`config.mk`:
```
export PLATFORM = sky130hd
export DESIGN_NAME = mem_port_arbiter
export DESIGN_NICKNAME = d
export VERILOG_FILES = /design/src/rtl/mem_arb_pkg.sv /design/src/rtl/mem_arb_timeout.sv /design/src/rtl/mem_port_arbiter.sv
export SDC_FILE = /design/constraint.sdc
export NUM_CORES = 1
export LEC_CHECK = 0
export CORE_MARGIN = 4
export CORE_UTILIZATION = 40
export DETAILED_ROUTE_END_ITERATION = 8
export PLACE_DENSITY = 0.83
export SLEW_MARGIN = 20
export SYNTH_ARGS = -nofsm -noshare
export SYNTH_HDL_FRONTEND = slang
export SYNTH_SLANG_ARGS = --single-unit
```
`constraint.sdc`:
```
create_clock -name clk -period 22.6 [get_ports clk]
set_clock_uncertainty 0.2 [all_clocks]
set_input_delay 4.52 -clock clk [delete_from_list [all_inputs] [get_ports clk]]
set_output_delay 4.52 -clock clk [all_outputs]
set_load 0.01 [all_outputs]
```
`src/rtl/mem_arb_pkg.sv`:
```
// Shared types and widths for the memory-port arbiter and its timeout counter.
package mem_arb_pkg;
  localparam int ADDR_W = 32;
  localparam int DATA_W = 32;
  localparam int STRB_W = 4;
  localparam int CNT_W  = 8;

  typedef enum logic [1:0] {
    ARB_IDLE = 2'd0,
    ARB_REQ  = 2'd1,
    ARB_WAIT = 2'd2
  } arb_state_e;

  typedef enum logic {
    OWN_IF = 1'b0,
    OWN_LS = 1'b1
  } owner_e;
endpackage

```
`src/rtl/mem_arb_timeout.sv`:
```
// Response-timeout counter: counts enabled cycles, flags expiry at TIMEOUT_CYCLES.
module mem_arb_timeout
  import mem_arb_pkg::*;
#(
  parameter int TIMEOUT_CYCLES = 64
) (
  input  logic clk,
  input  logic rst,
  input  logic clr,
  input  logic en,
  output logic expired
);
  logic [CNT_W-1:0] cnt;

  // Saturates at the limit so a stalled owner cannot wrap the count.
  always_ff @(posedge clk) begin
    if (rst || clr) begin
      cnt <= '0;
    end else if (en && !expired) begin
      cnt <= cnt + 1'b1;
    end
  end

  assign expired = (cnt == CNT_W'(TIMEOUT_CYCLES));
endmodule

```
`src/rtl/mem_port_arbiter.sv`:
```
// Arbiter/sequencer sharing one memory port between fetch (IF) and load/store (LS).
// Define MEM_PORT_ARB_RR_EN for round-robin contention; default is LS-priority.
module mem_port_arbiter
  import mem_arb_pkg::*;
#(
  parameter int TIMEOUT_CYCLES = 64
) (
  input  logic              clk,
  input  logic              rst,
  input  logic              if_req,
  input  logic [ADDR_W-1:0] if_addr,
  output logic              if_gnt,
  output logic              if_rvalid,
  output logic [DATA_W-1:0] if_rdata,
  input  logic              ls_req,
  input  logic              ls_we,
  input  logic [ADDR_W-1:0] ls_addr,
  input  logic [DATA_W-1:0] ls_wdata,
  input  logic [STRB_W-1:0] ls_wstrb,
  output logic              ls_gnt,
  output logic              ls_rvalid,
  output logic [DATA_W-1:0] ls_rdata,
  output logic              mem_req,
  output logic              mem_we,
  output logic [ADDR_W-1:0] mem_addr,
  output logic [DATA_W-1:0] mem_wdata,
  output logic [STRB_W-1:0] mem_wstrb,
  input  logic              mem_ready,
  input  logic              mem_rvalid,
  input  logic [DATA_W-1:0] mem_rdata,
  output logic              mux_sel,
  output logic              arb_err
);
  arb_state_e        state, state_nxt;
  owner_e            owner;
  logic              grant_if, grant_ls;
  logic              expired;
  logic              resp;
  logic [DATA_W-1:0] resp_data;
  logic [ADDR_W-1:0] lat_addr;
  logic [DATA_W-1:0] lat_wdata;
  logic [STRB_W-1:0] lat_wstrb;
  logic              lat_we;

`ifdef MEM_PORT_ARB_RR_EN
  owner_e last_owner;

  always_ff @(posedge clk) begin
    if (rst) begin
      last_owner <= OWN_LS;
    end else if (grant_if) begin
      last_owner <= OWN_IF;
    end else if (grant_ls) begin
      last_owner <= OWN_LS;
    end
  end
`endif

  // Grants are combinational in IDLE; nothing is granted during a reset cycle.
  always_comb begin
    grant_if = 1'b0;
    grant_ls = 1'b0;
    if (state == ARB_IDLE && !rst) begin
      if (if_req && ls_req) begin
`ifdef MEM_PORT_ARB_RR_EN
        if (last_owner == OWN_IF) grant_ls = 1'b1;
        else                      grant_if = 1'b1;
`else
        grant_ls = 1'b1;
`endif
      end else begin
        grant_if = if_req;
        grant_ls = ls_req;
      end
    end
  end

  always_comb begin
    state_nxt = state;
    resp      = 1'b0;
    resp_data = '0;
    arb_err   = 1'b0;
    case (state)
      ARB_IDLE: if (grant_if || grant_ls) state_nxt = ARB_REQ;
      ARB_REQ:  if (mem_ready) state_nxt = ARB_WAIT;
      ARB_WAIT: begin
        // A real response wins over an expiry landing in the same cycle.
        if (mem_rvalid) begin
          resp      = 1'b1;
          resp_data = mem_rdata;
          state_nxt = ARB_IDLE;
        end else if (expired) begin
          resp      = 1'b1;
          arb_err   = 1'b1;
          state_nxt = ARB_IDLE;
        end
      end
      default: state_nxt = ARB_IDLE;
    endcase
  end

  always_ff @(posedge clk) begin
    if (rst) begin
      state <= ARB_IDLE;
      owner <= OWN_IF;
    end else begin
      state <= state_nxt;
      if (grant_if)      owner <= OWN_IF;
      else if (grant_ls) owner <= OWN_LS;
    end
  end

  // Request payload is only visible in REQ, so it needs no reset.
  always_ff @(posedge clk) begin
    if (grant_ls) begin
      lat_addr  <= ls_addr;
      lat_we    <= ls_we;
      lat_wdata <= ls_wdata;
      lat_wstrb <= ls_wstrb;
    end else if (grant_if) begin
      lat_addr  <= if_addr;
      lat_we    <= 1'b0;
      lat_wdata <= '0;
      lat_wstrb <= '0;
    end
  end

  mem_arb_timeout #(.TIMEOUT_CYCLES(TIMEOUT_CYCLES)) u_timeout (
    .clk     (clk),
    .rst     (rst),
    .clr     (state != ARB_WAIT),
    .en      (state == ARB_WAIT),
    .expired (expired)
  );

  assign if_gnt    = grant_if;
  assign ls_gnt    = grant_ls;
  assign mux_sel   = owner;
  assign if_rvalid = resp && (owner == OWN_IF);
  assign ls_rvalid = resp && (owner == OWN_LS);
  assign if_rdata  = (resp && owner == OWN_IF) ? resp_data : '0;
  assign ls_rdata  = (resp && owner == OWN_LS) ? resp_data : '0;
  assign mem_req   = (state == ARB_REQ);
  assign mem_we    = mem_req ? lat_we    : 1'b0;
  assign mem_addr  = mem_req ? lat_addr  : '0;
  assign mem_wdata = mem_req ? lat_wdata : '0;
  assign mem_wstrb = mem_req ? lat_wstrb : '0;
endmodule

```
==> summary.txt, run 1 <==
Worst setup SP type - input port
status - finished clean
Worst Path Class, Setup - input port to primary output
cts bufs inserted - 9
worst min-delay path class - flop to flop
WP data arrival - 6.57 ns
Final Power - 370 µW
met1 wire length - 4.35 mm
count of flip-flops with a built-in enable after synthesis - 69
critical register-to-register path endpoint - lat_addr[30]$_DFFE_PP_
Final setup viols - 0
total number of vias - 3645
top cell type's share of synthesized area - 47.8%
dominant cells by area after synthesis - edfxtp_1 (48%), and2_1 (25%), mux2_4 (11%), dfxtp_1 (5.1%), buf_6 (1.3%)
xor and xnor area share after synthesis - 0.404%
Diodes inserted - 0
Slowest cell on crit path - and4b_1
Unique masters post-synth - 34
DRC violations left - 0
Seq/Total Area, Yosys - 52.9%
#FFs+latches synth - 80
Worst Path Required - 17.88 ns
Top FF cell, synth - edfxtp_1
Clock Sink Count - 80
post-synthesis mux area share - 11.3%
post-DR vias/cell - 4.72
Worst Path Buf+Inv - 2
Placeable Area - 10400 µm²
worst-path maximum fanout - 32
drt pass-1 iters - 4
dominant cell type by area after synthesis - edfxtp_1
pin count of the biggest net entering global routing - 72
Max Freq - 88.6 MHz
met3 WL - 1.43 mm
critical hold path startpoint - u_timeout.cnt[6]$_SDFFE_PP0P_
First DRT Iteration DRCs - 163
worst reg2reg path depth - 4
Critical Path Most Common Cell - clkdlybuf4s50_1
Hold Path Sink - u_timeout.cnt[6]$_SDFFE_PP0P_
top routing layer used - met4
VDD IR-drop max - 0.0438 mV
first-pass GRT wire length - 19.3 mm
Max Cap Violations - 0
Clock Root Buffer - clkbuf_8
Die ar. - 12600 µm²
CTS tree - yes
Post-Place Worst Slack - 11.01 ns
Post-DRT Antenna Nets - 0
Post-DP HPWL - 10.1 mm
Top delay family on crit path - buffers and inverters
syn_nets - 503
area share of and/or/nand/nor cells after synthesis - 29.5%
final-stage net count - 773
CP Capture Type - primary output
largest family of logic cells by synthesized area - simple AND/OR/NAND/NOR gates
FFs w/ async S/R, synth - 0%
worst hold path depth - 2
initial antenna violation count - 0
biggest cell delay along the critical path - 0.72 ns
cts repair resizes - 0
die height - 112 µm
pins over their slew limit - 0
fin crit period - 11.29 ns
Post-Synthesis Cells - 362
I/O Buffers - 278
H-tree depth - 3
Synth Warn # - 0
Final Wtd Congestion - 0.849
Mapped Area - 4330 µm²
die span in x - 112 µm
final hold vios - 0
Synth Area in Adders - 0.578%
final period utilization - 49.9%
Ports - 279
Rel. slew slack - 39.5%
initial core utilization - 41.6%
post-CTS setup buffer count - 0
CTS max path bufs - 2
total grt overflow - 0
cell row count - 37
RSZ-0062 raised after global routing - no
Synth Area in Compound Gates - 2.02%
flop2flop setup slack - 20.19 ns
post-detailed-route wirelength per cell - 16.6 µm
Worst Max-Slew Pin Slew - 0.907 ns
power per cell area - 49.8 nW/µm²
worst setup margin - 11.31 ns
crit path cell chain - clkdlybuf4s50_1, and4b_1, and2_1, clkdlybuf4s50_1
RR Startpoint - state[0]$_SDFFE_PP0P_
via count of the first global-routing pass - 3692
Total GRT Usage - 19.6%
Routed WL - 12.8 mm
TNS Setup - 0 ns
clock transition at the registers of the reported paths - 0.08 ns
cts hold-fix bufs - 0
Static Leakage - 2.73 nW
DR WL met2 - 6.73 mm
Area growth, synth to finish - 71.3%
clock insertion delay at the later pin of the skew report - 0.34 ns
Post-Syn Area per Cell - 12.0 µm²
layout cells sized above 1 - 8.65%
synthesized netlist by cell type, types with 2 or more instances:
cell,instances
nand3_1,5
nor3b_1,3
nor2_1,3
dfxtp_1,11
buf_6,5
a21oi_1,7
ha_1,2
nand2b_1,2
o21ai_0,3
clkbuf_1,12
nand2_1,6
buf_2,4
edfxtp_1,69
and2_1,170
or3_1,3
mux2_4,32
xor2_1,2
nor3_1,4
inv_1,4
report_power, final:
| group | switching [mW] | leakage (nW) | total [mW] | internal [mW] |
|---|---|---|---|---|
| logic | 0.0305 | 1.88 | 0.0839 | 0.0534 |
| clock network | 0.0505 | 0.103 | 0.112 | 0.0614 |
| registers | 0.00255 | 0.744 | 0.174 | 0.171 |
kinds of logic (layout without fill, tap and decap cells):
family,after synthesis,after routing
adders and majority gates,2,2
AOI/OAI and AO/OA,14,14
DFF,80,80
xor gates and xnor gates,2,2
and+or+nand+nor,205,205
buffers and inverters,26,300
muxes,33,33
layout make-up:
class	instances	area, µm²
Timing Repair Buffer	281	2830
Clock inverter	4	70.1
Inverter	4	15.0
Clock buffer	11	131
Fill cell	751	2990
Multi-Input combinational cell	256	1920
Tap cell	136	170
Sequential cell	80	2290
routing by layer:
| layer | GRT usage [%] | up-vias |
|---|---|---|
| li1 | - | 1769 |
| met1 | 19.0 | 1649 |
| met2 | 37.1 | 205 |
| met3 | 8.36 | 22 |
| met4 | 6.89 | 0 |
| met5 | 0 | - |
worst register-to-register path: stages (launching register included):
cell and delay [ns]:
dfxtp_1 0.39, nor2_2 0.20, and3_4 0.45, buf_4 0.54
mux2_4 0.37
through the flow:
| stage | hold WS [ns] | util (%) | std cells | cell area [µm²] |
|---|---|---|---|---|
| global placement | 0.266 | 69.0 | 756 | 7190 |
| finish | 0.304 | 71.3 | 772 | 7420 |
| global route | 0.350 | 71.3 | 772 | 7420 |
| CTS | 0.304 | 70.9 | 771 | 7390 |
| detailed placement | 0.293 | 69.0 | 756 | 7190 |
| floorplan | 0.254 | - | 362 | 4330 |
worst max path at each step:
stage                            end  slack (ns)  depth (start not counted)        from
2_1_floorplan  lat_addr[0]$_DFFE_PP_       10.62                          1         rst
3_3_place_gp            if_rdata[22]       11.19                          4  mem_rvalid
3_5_place_dp            if_rdata[19]       11.01                          4  mem_rvalid
4_1_cts                 if_rdata[19]       11.00                          4  mem_rvalid
5_1_grt                  ls_rdata[0]       11.14                          4  mem_rvalid
6_report                 ls_rdata[0]       11.31                          4  mem_rvalid
placed cells by master, fill, tap and decap left out, types with 4 or more instances in the layout:
cell type	instances
clkdlybuf4s50_1	278
and2_1	170
edfxtp_1	69
mux2_4	32
dfxtp_1	11
clkbuf_8	9
a21oi_1	7
nand2_1	6
nand3_1	5
inv_1	4
nor3_1	4
state kept, by name, summed over array words and instances (netlist names):
signal / count
lat_wstrb: 4
lat_we: 1
state: 2
mux_sel: 1
u_timeout.cnt: 8
lat_addr: 32
lat_wdata: 32
Note: power is estimated with default switching activity, not from simulation.
==> inputs of run 2 (changes only) <==
CORE_UTILIZATION = 33   (was 40)
PLACE_DENSITY = 0.73   (was 0.83)
clock period = 9.2 ns   (was 22.6 ns; I/O delays follow)
==> run 2 against run 1 <==
Against the previous run: count of clock-buffer cells in the layout unchanged; via count down 2.1%; die area up 20%; first-iteration DRC count down 34%; final area up 1.4%; global-route usage down 3.1 points; core utilization down 12 points; clock power rose to 2.8 times the previous value; critical path type unchanged; critical endpoint is now ls_gnt; largest cell class unchanged.
==> summary.txt, run 2 (synthesis results as in run 1) <==
I/O Buffers - 278 (unchanged)
worst-path maximum fanout - 70 (+120%)
Largest regs - lat_addr (32), lat_wdata (32), u_timeout.cnt (8)
clock insertion delay at the later pin of the skew report - 0.32 ns (-0.02 ns)
Worst Path Buf+Inv - 4 (+2)
total number of vias - 3569 (-2.1%)
VDD IR-drop max - 0.0895 mV (+100%)
via count of the first global-routing pass - 3542 (-4.1%)
power per cell area - 125 nW/µm² (+150%)
critical hold path startpoint - u_timeout.cnt[7]$_SDFFE_PP0P_
final period utilization - 66.7%
post-DR vias/cell - 4.41 (-6.6%)
crit path cell chain - clkdlybuf4s50_1, inv_1, and3_4, buf_4, clkdlybuf4s50_1
total grt overflow - 0 (unchanged)
WP data arrival - 4.10 ns (-2.47 ns)
Worst Max-Slew Pin Slew - 0.871 ns (-0.0357 ns)
post-CTS setup buffer count - 0 (unchanged)
pins over their slew limit - 0 (unchanged)
RSZ-0062 raised after global routing - no
clock transition at the registers of the reported paths - 0.05 ns (-0.03 ns)
Area growth, synth to finish - 73.7%
layout cells sized above 1 - 8.49% (-0.16 points)
top routing layer used - met4
cts repair resizes - 0 (unchanged)
H-tree depth - 3 (unchanged)
Placeable Area - 12700 µm² (+22%)
Critical Path Most Common Cell - clkdlybuf4s50_1
Max Cap Violations - 0 (unchanged)
Area after DPL - 7260 µm² (+1.0%)
First DRT Iteration DRCs - 108 (-34%)
first-pass GRT wire length - 18.7 mm (-2.9%)
Post-DP HPWL - 10.5 mm (+3.8%)
Hold Path Sink - u_timeout.cnt[7]$_SDFFE_PP0P_
Die ar. - 15000 µm² (+20%)
drt pass-1 iters - 4 (unchanged)
initial antenna violation count - 1 (+1)
commonest cells after routing, fill and taps aside - clkdlybuf4s50_1 (278), and2_1 (170), edfxtp_1 (69), mux2_4 (32), dfxtp_1 (11)
DRC violations left - 0 (unchanged)
Routed WL - 12.9 mm (+0.49%)
Worst setup SP type - input port
cts hold-fix bufs - 0 (unchanged)
Clock Root Buffer - clkbuf_16
Post-DRT Antenna Nets - 0 (unchanged)
commonest non-fill, non-tap cell in the layout - clkdlybuf4s50_1
Final Wtd Congestion - 0.811 (-4.5%)
Max Freq - 163 MHz
critical register-to-register path endpoint - lat_addr[22]$_DFFE_PP_
worst min-delay path class - flop to flop
post-detailed-route wirelength per cell - 15.9 µm (-4.1%)
fin crit period - 6.14 ns
cts bufs inserted - 9 (unchanged)
DR WL met2 - 6.95 mm (+3.3%)
cell row count - 41 (+11%)
pin count of the biggest net entering global routing - 71 (-1.4%)
final instance area - 7520 µm² (+1.4%)
CTS max path bufs - 2 (unchanged)
Top delay family on crit path - buffers and inverters
Clock Sink Count - 80 (unchanged)
met3 WL - 1.62 mm (+13%)
met1 wire length - 4.12 mm (-5.3%)
fillers - 1073 (+43%)
CP Capture Type - primary output
biggest cell delay along the critical path - 0.68 ns (-0.04 ns)
final hold vios - 0 (unchanged)
RR Startpoint - state[0]$_SDFFE_PP0P_
status - finished clean
Slowest cell on crit path - clkdlybuf4s50_1
die span in x - 123 µm (+9.4%)
Worst Path Required - 7.16 ns (-10.72 ns)
worst hold path depth - 2 (unchanged)
Total GRT Usage - 16.5% (-3.1 points)
Static Leakage - 2.75 nW (+0.81%)
Final setup viols - 0 (unchanged)
worst reg2reg path depth - 4 (unchanged)
TNS Setup - 0 ns (unchanged)
final-stage net count - 773 (unchanged)
initial core utilization - 34.0% (-7.5 points)
die height - 123 µm (+9.4%)
flop2flop setup slack - 6.85 ns (-13.34 ns)
Ports - 279 (unchanged)
Rel. slew slack - 41.9% (+2.4 points)
CTS tree - yes
Worst Path Class, Setup - input port to primary output
run 2: changes by cell type in the layout (fill, tap and decap cells not counted), sizes merged:
cell	change
bufinv	-2
clkinv	+2
diode	+1
run 2: cell type report:
cell class                      instances  area, µm²  share of cell area [%]
Timing Repair Buffer                  281       2820                    37.4
Sequential cell                        80       2290                    30.5
Multi-Input combinational cell        256       1930                    25.6
Clock buffer                           11        233                    3.09
Tap cell                              172        215                    2.86
Clock inverter                          4       22.5                   0.299
Inverter                                4       15.0                   0.200
Antenna cell                            1       2.50                  0.0333
run 2: power by group:
part | switching [mW] | internal [mW]
sequential | 0.00670 | 0.422
clock | 0.129 | 0.180
combinational | 0.0749 | 0.131
total | 0.211 | 0.732
run 2: how the worst max path moves through the flow:
stage | endpoint | startpoint | slack, ns | cells past startpoint
5_1_grt | ls_gnt | rst | 2.91 | 5
3_5_place_dp | if_rdata[16] | mem_rvalid | 2.96 | 4
4_1_cts | if_rdata[16] | mem_rvalid | 2.96 | 4
2_1_floorplan | lat_addr[0]$_DFFE_PP_ | rst | 2.85 | 1
6_report | ls_gnt | rst | 3.06 | 5
3_3_place_gp | ls_gnt | rst | 3.12 | 5
run 2: through the flow:
stage | cells | setup slack, ns | hold WS (ns) | utilization (%) | power, mW
floorplan | 362 | 2.85 | 0.254 | - | 0.518
global placement | 792 | 3.12 | 0.270 | 56.9 | 0.639
detailed placement | 793 | 2.96 | 0.288 | 57.1 | 0.645
CTS | 808 | 2.96 | 0.296 | 59.1 | 0.957
global route | 809 | 2.91 | 0.336 | 59.1 | 0.986
finish | 809 | 3.06 | 0.297 | 59.1 | 0.943
run 2: per-layer routing:
layer	GRT usage [%]	vias to the layer above
met5	0	-
met4	5.53	0
met3	7.05	10
met2	32.1	191
met1	15.3	1605
li1	-	1763
run 2: tightest hold or removal path, delay by kind of cell (launching register included):
family,cells,cell delay [ns]
compound gates,2,0.13
flops,1,0.31
==> inputs of run 3 (changes only) <==
CORE_UTILIZATION = 37   (was 33)
PLACE_DENSITY = 0.78   (was 0.73)
clock period = 6 ns   (was 9.2 ns; I/O delays follow)
==> run 3 against run 2 <==
Against the previous run: critical path depth shrank 1; total power up 57%; worst setup slack lost 1.7 ns; final cell count fell by 3.7%; routed wire length up 2.5%; first-iteration DRC count up 46%; via count rose by 2.4%; sequential share of layout area is 0.097 points higher; clock power increased by 64%; final area is 0.32% lower; critical path type unchanged; critical endpoint is now ls_rdata[6].
==> summary.txt, run 3 (synthesis results as in run 1) <==
layout cells sized above 1 - 8.35% (-0.14 points)
CTS max path bufs - 2 (unchanged)
post-DR vias/cell - 4.69 (+6.3%)
Critical Path Start - mem_rvalid
Largest regs - lat_addr (32), lat_wdata (32), u_timeout.cnt (8)
DRC violations left - 0 (unchanged)
worst hold slack - 0.289 ns (-0.00775 ns)
VDD IR-drop max - 0.172 mV (+92%)
Post-DRT Antenna Nets - 0 (unchanged)
Placeable Area - 11400 µm² (-10%)
post-CTS setup buffer count - 0 (unchanged)
cell row count - 39 (-4.9%)
post-detailed-route wirelength per cell - 17.0 µm (+6.5%)
Ports - 279 (unchanged)
Clock Sink Count - 80 (unchanged)
drt pass-1 iters - 4 (unchanged)
Worst Max-Slew Pin Slew - 0.908 ns (+0.0369 ns)
commonest cells after routing, fill and taps aside - clkdlybuf4s50_1 (278), and2_1 (170), edfxtp_1 (69), mux2_4 (32), dfxtp_1 (11)
cts repair resizes - 0 (unchanged)
top routing layer used - met4
final hold vios - 0 (unchanged)
Die ar. - 13500 µm² (-10%)
critical register-to-register path endpoint - lat_addr[30]$_DFFE_PP_
Total GRT Usage - 19.0% (+2.5 points)
RR Startpoint - state[0]$_SDFFE_PP0P_
worst setup margin - 1.34 ns (-1.72 ns)
clock insertion delay at the later pin of the skew report - 0.32 ns (about the same)
Post-Place Worst Slack - 1.33 ns (-1.63 ns)
flop2flop setup slack - 3.67 ns (-3.18 ns)
final-stage net count - 774 (+0.13%)
Max Cap Violations - 0 (unchanged)
commonest non-fill, non-tap cell in the layout - clkdlybuf4s50_1
critical hold path startpoint - u_timeout.cnt[7]$_SDFFE_PP0P_
Worst setup SP type - input port
first-pass GRT wire length - 19.3 mm (+3.2%)
met1 wire length - 4.16 mm (+0.87%)
fin crit period - 4.66 ns
via count of the first global-routing pass - 3744 (+5.7%)
fillers - 886 (-17%)
final core utilization - 65.7% (+6.5 points)
die span in x - 116 µm (-5.2%)
die height - 116 µm (-5.2%)
I/O Buffers - 278 (unchanged)
status - finished clean
worst hold path depth - 2 (unchanged)
initial core utilization - 37.9% (+3.9 points)
Clock Root Buffer - clkbuf_16
Routed WL - 13.2 mm (+2.5%)
pin count of the biggest net entering global routing - 72 (+1.4%)
RSZ-0062 raised after global routing - no
Max Freq - 214 MHz
H-tree depth - 3 (unchanged)
Worst Path Class, Setup - input port to primary output
TNS Setup - 0 ns (unchanged)
Area growth, synth to finish - 73.2%
total grt overflow - 0 (unchanged)
pins over their slew limit - 0 (unchanged)
Post-DP HPWL - 10.6 mm (+0.67%)
DR WL met2 - 7.21 mm (+3.6%)
Rel. slew slack - 39.5% (-2.5 points)
worst reg2reg path depth - 4 (unchanged)
First DRT Iteration DRCs - 158 (+46%)
cts bufs inserted - 9 (unchanged)
WP data arrival - 3.26 ns (-0.84 ns)
Worst Path Required - 4.60 ns (-2.56 ns)
worst-path maximum fanout - 32 (-54%)
CTS tree - yes
met3 WL - 1.53 mm (-5.5%)
clock transition at the registers of the reported paths - 0.05 ns (about the same)
Hold Path Sink - u_timeout.cnt[7]$_SDFFE_PP0P_
initial antenna violation count - 0 (-1)
CP Capture Type - primary output
Final Wtd Congestion - 0.906 (+12%)
total number of vias - 3653 (+2.4%)
worst min-delay path class - flop to flop
final period utilization - 77.7%
Static Leakage - 2.76 nW (+0.19%)
power per cell area - 197 nW/µm² (+58%)
Final setup viols - 0 (unchanged)
cts hold-fix bufs - 0 (unchanged)
==> run 3: cell types whose count changed in the layout (fill, tap and decap cells not counted) <==
cell	previous run	this run
clkinv_4	1	0
clkinv_2	2	0
bufinv_16	0	1
buf_4	2	3
nor3b_2	0	1
nor3b_4	1	0
==> run 3: where the power goes <==
part / leakage, nW / switching (mW) / total, mW / internal, mW
Clock: 0.129 / 0.194 / 0.508 / 0.314
Sequential: 0.744 / 0.00956 / 0.656 / 0.646
Combinational: 1.88 / 0.117 / 0.317 / 0.201
Total: 2.76 / 0.320 / 1.48 / 1.16
==> run 3: worst max path at each step <==
stage	endpoint	cells past startpoint	slack [ns]
after global routing	ls_rdata[28]	4	1.19
after CTS	ls_rdata[6]	4	1.33
after global placement	ls_rdata[6]	4	1.48
final	ls_rdata[6]	4	1.34
after floorplan	lat_addr[0]$_DFFE_PP_	1	0.29
after detailed placement	ls_rdata[6]	4	1.33
==> run 3: final cells by class <==
cell class | instances | area (µm²) | area share (%)
Antenna cell | 1 | 2.50 | 0.0334
Clock buffer | 11 | 233 | 3.10
Clock inverter | 2 | 33.8 | 0.450
Inverter | 4 | 15.0 | 0.200
Multi-Input combinational cell | 256 | 1920 | 25.6
Sequential cell | 80 | 2290 | 30.6
Tap cell | 143 | 179 | 2.39
Timing Repair Buffer | 282 | 2830 | 37.7
==> run 3: per-layer routing <==
metal	vias up	GRT usage, %
li1	1759	-
met1	1681	17.9
met2	196	36.1
met3	17	8.13
met4	0	7.73
met5	-	0
==> run 3: stage by stage <==
| stage | power, mW | area, µm² | std cells |
|---|---|---|---|
| global route | 1.55 | 7500 | 778 |
| detailed placement | 0.987 | 7210 | 764 |
| CTS | 1.50 | 7480 | 777 |
| floorplan | 0.793 | 4340 | 362 |
| global placement | 0.979 | 7210 | 764 |
| finish | 1.48 | 7500 | 779 |
==> run 3: critical path, stage by stage <==
cell and delay, ns:
clkdlybuf4s50_1 0.53, and4b_1 0.76, and2_1 0.23, clkdlybuf4s50_1 0.54
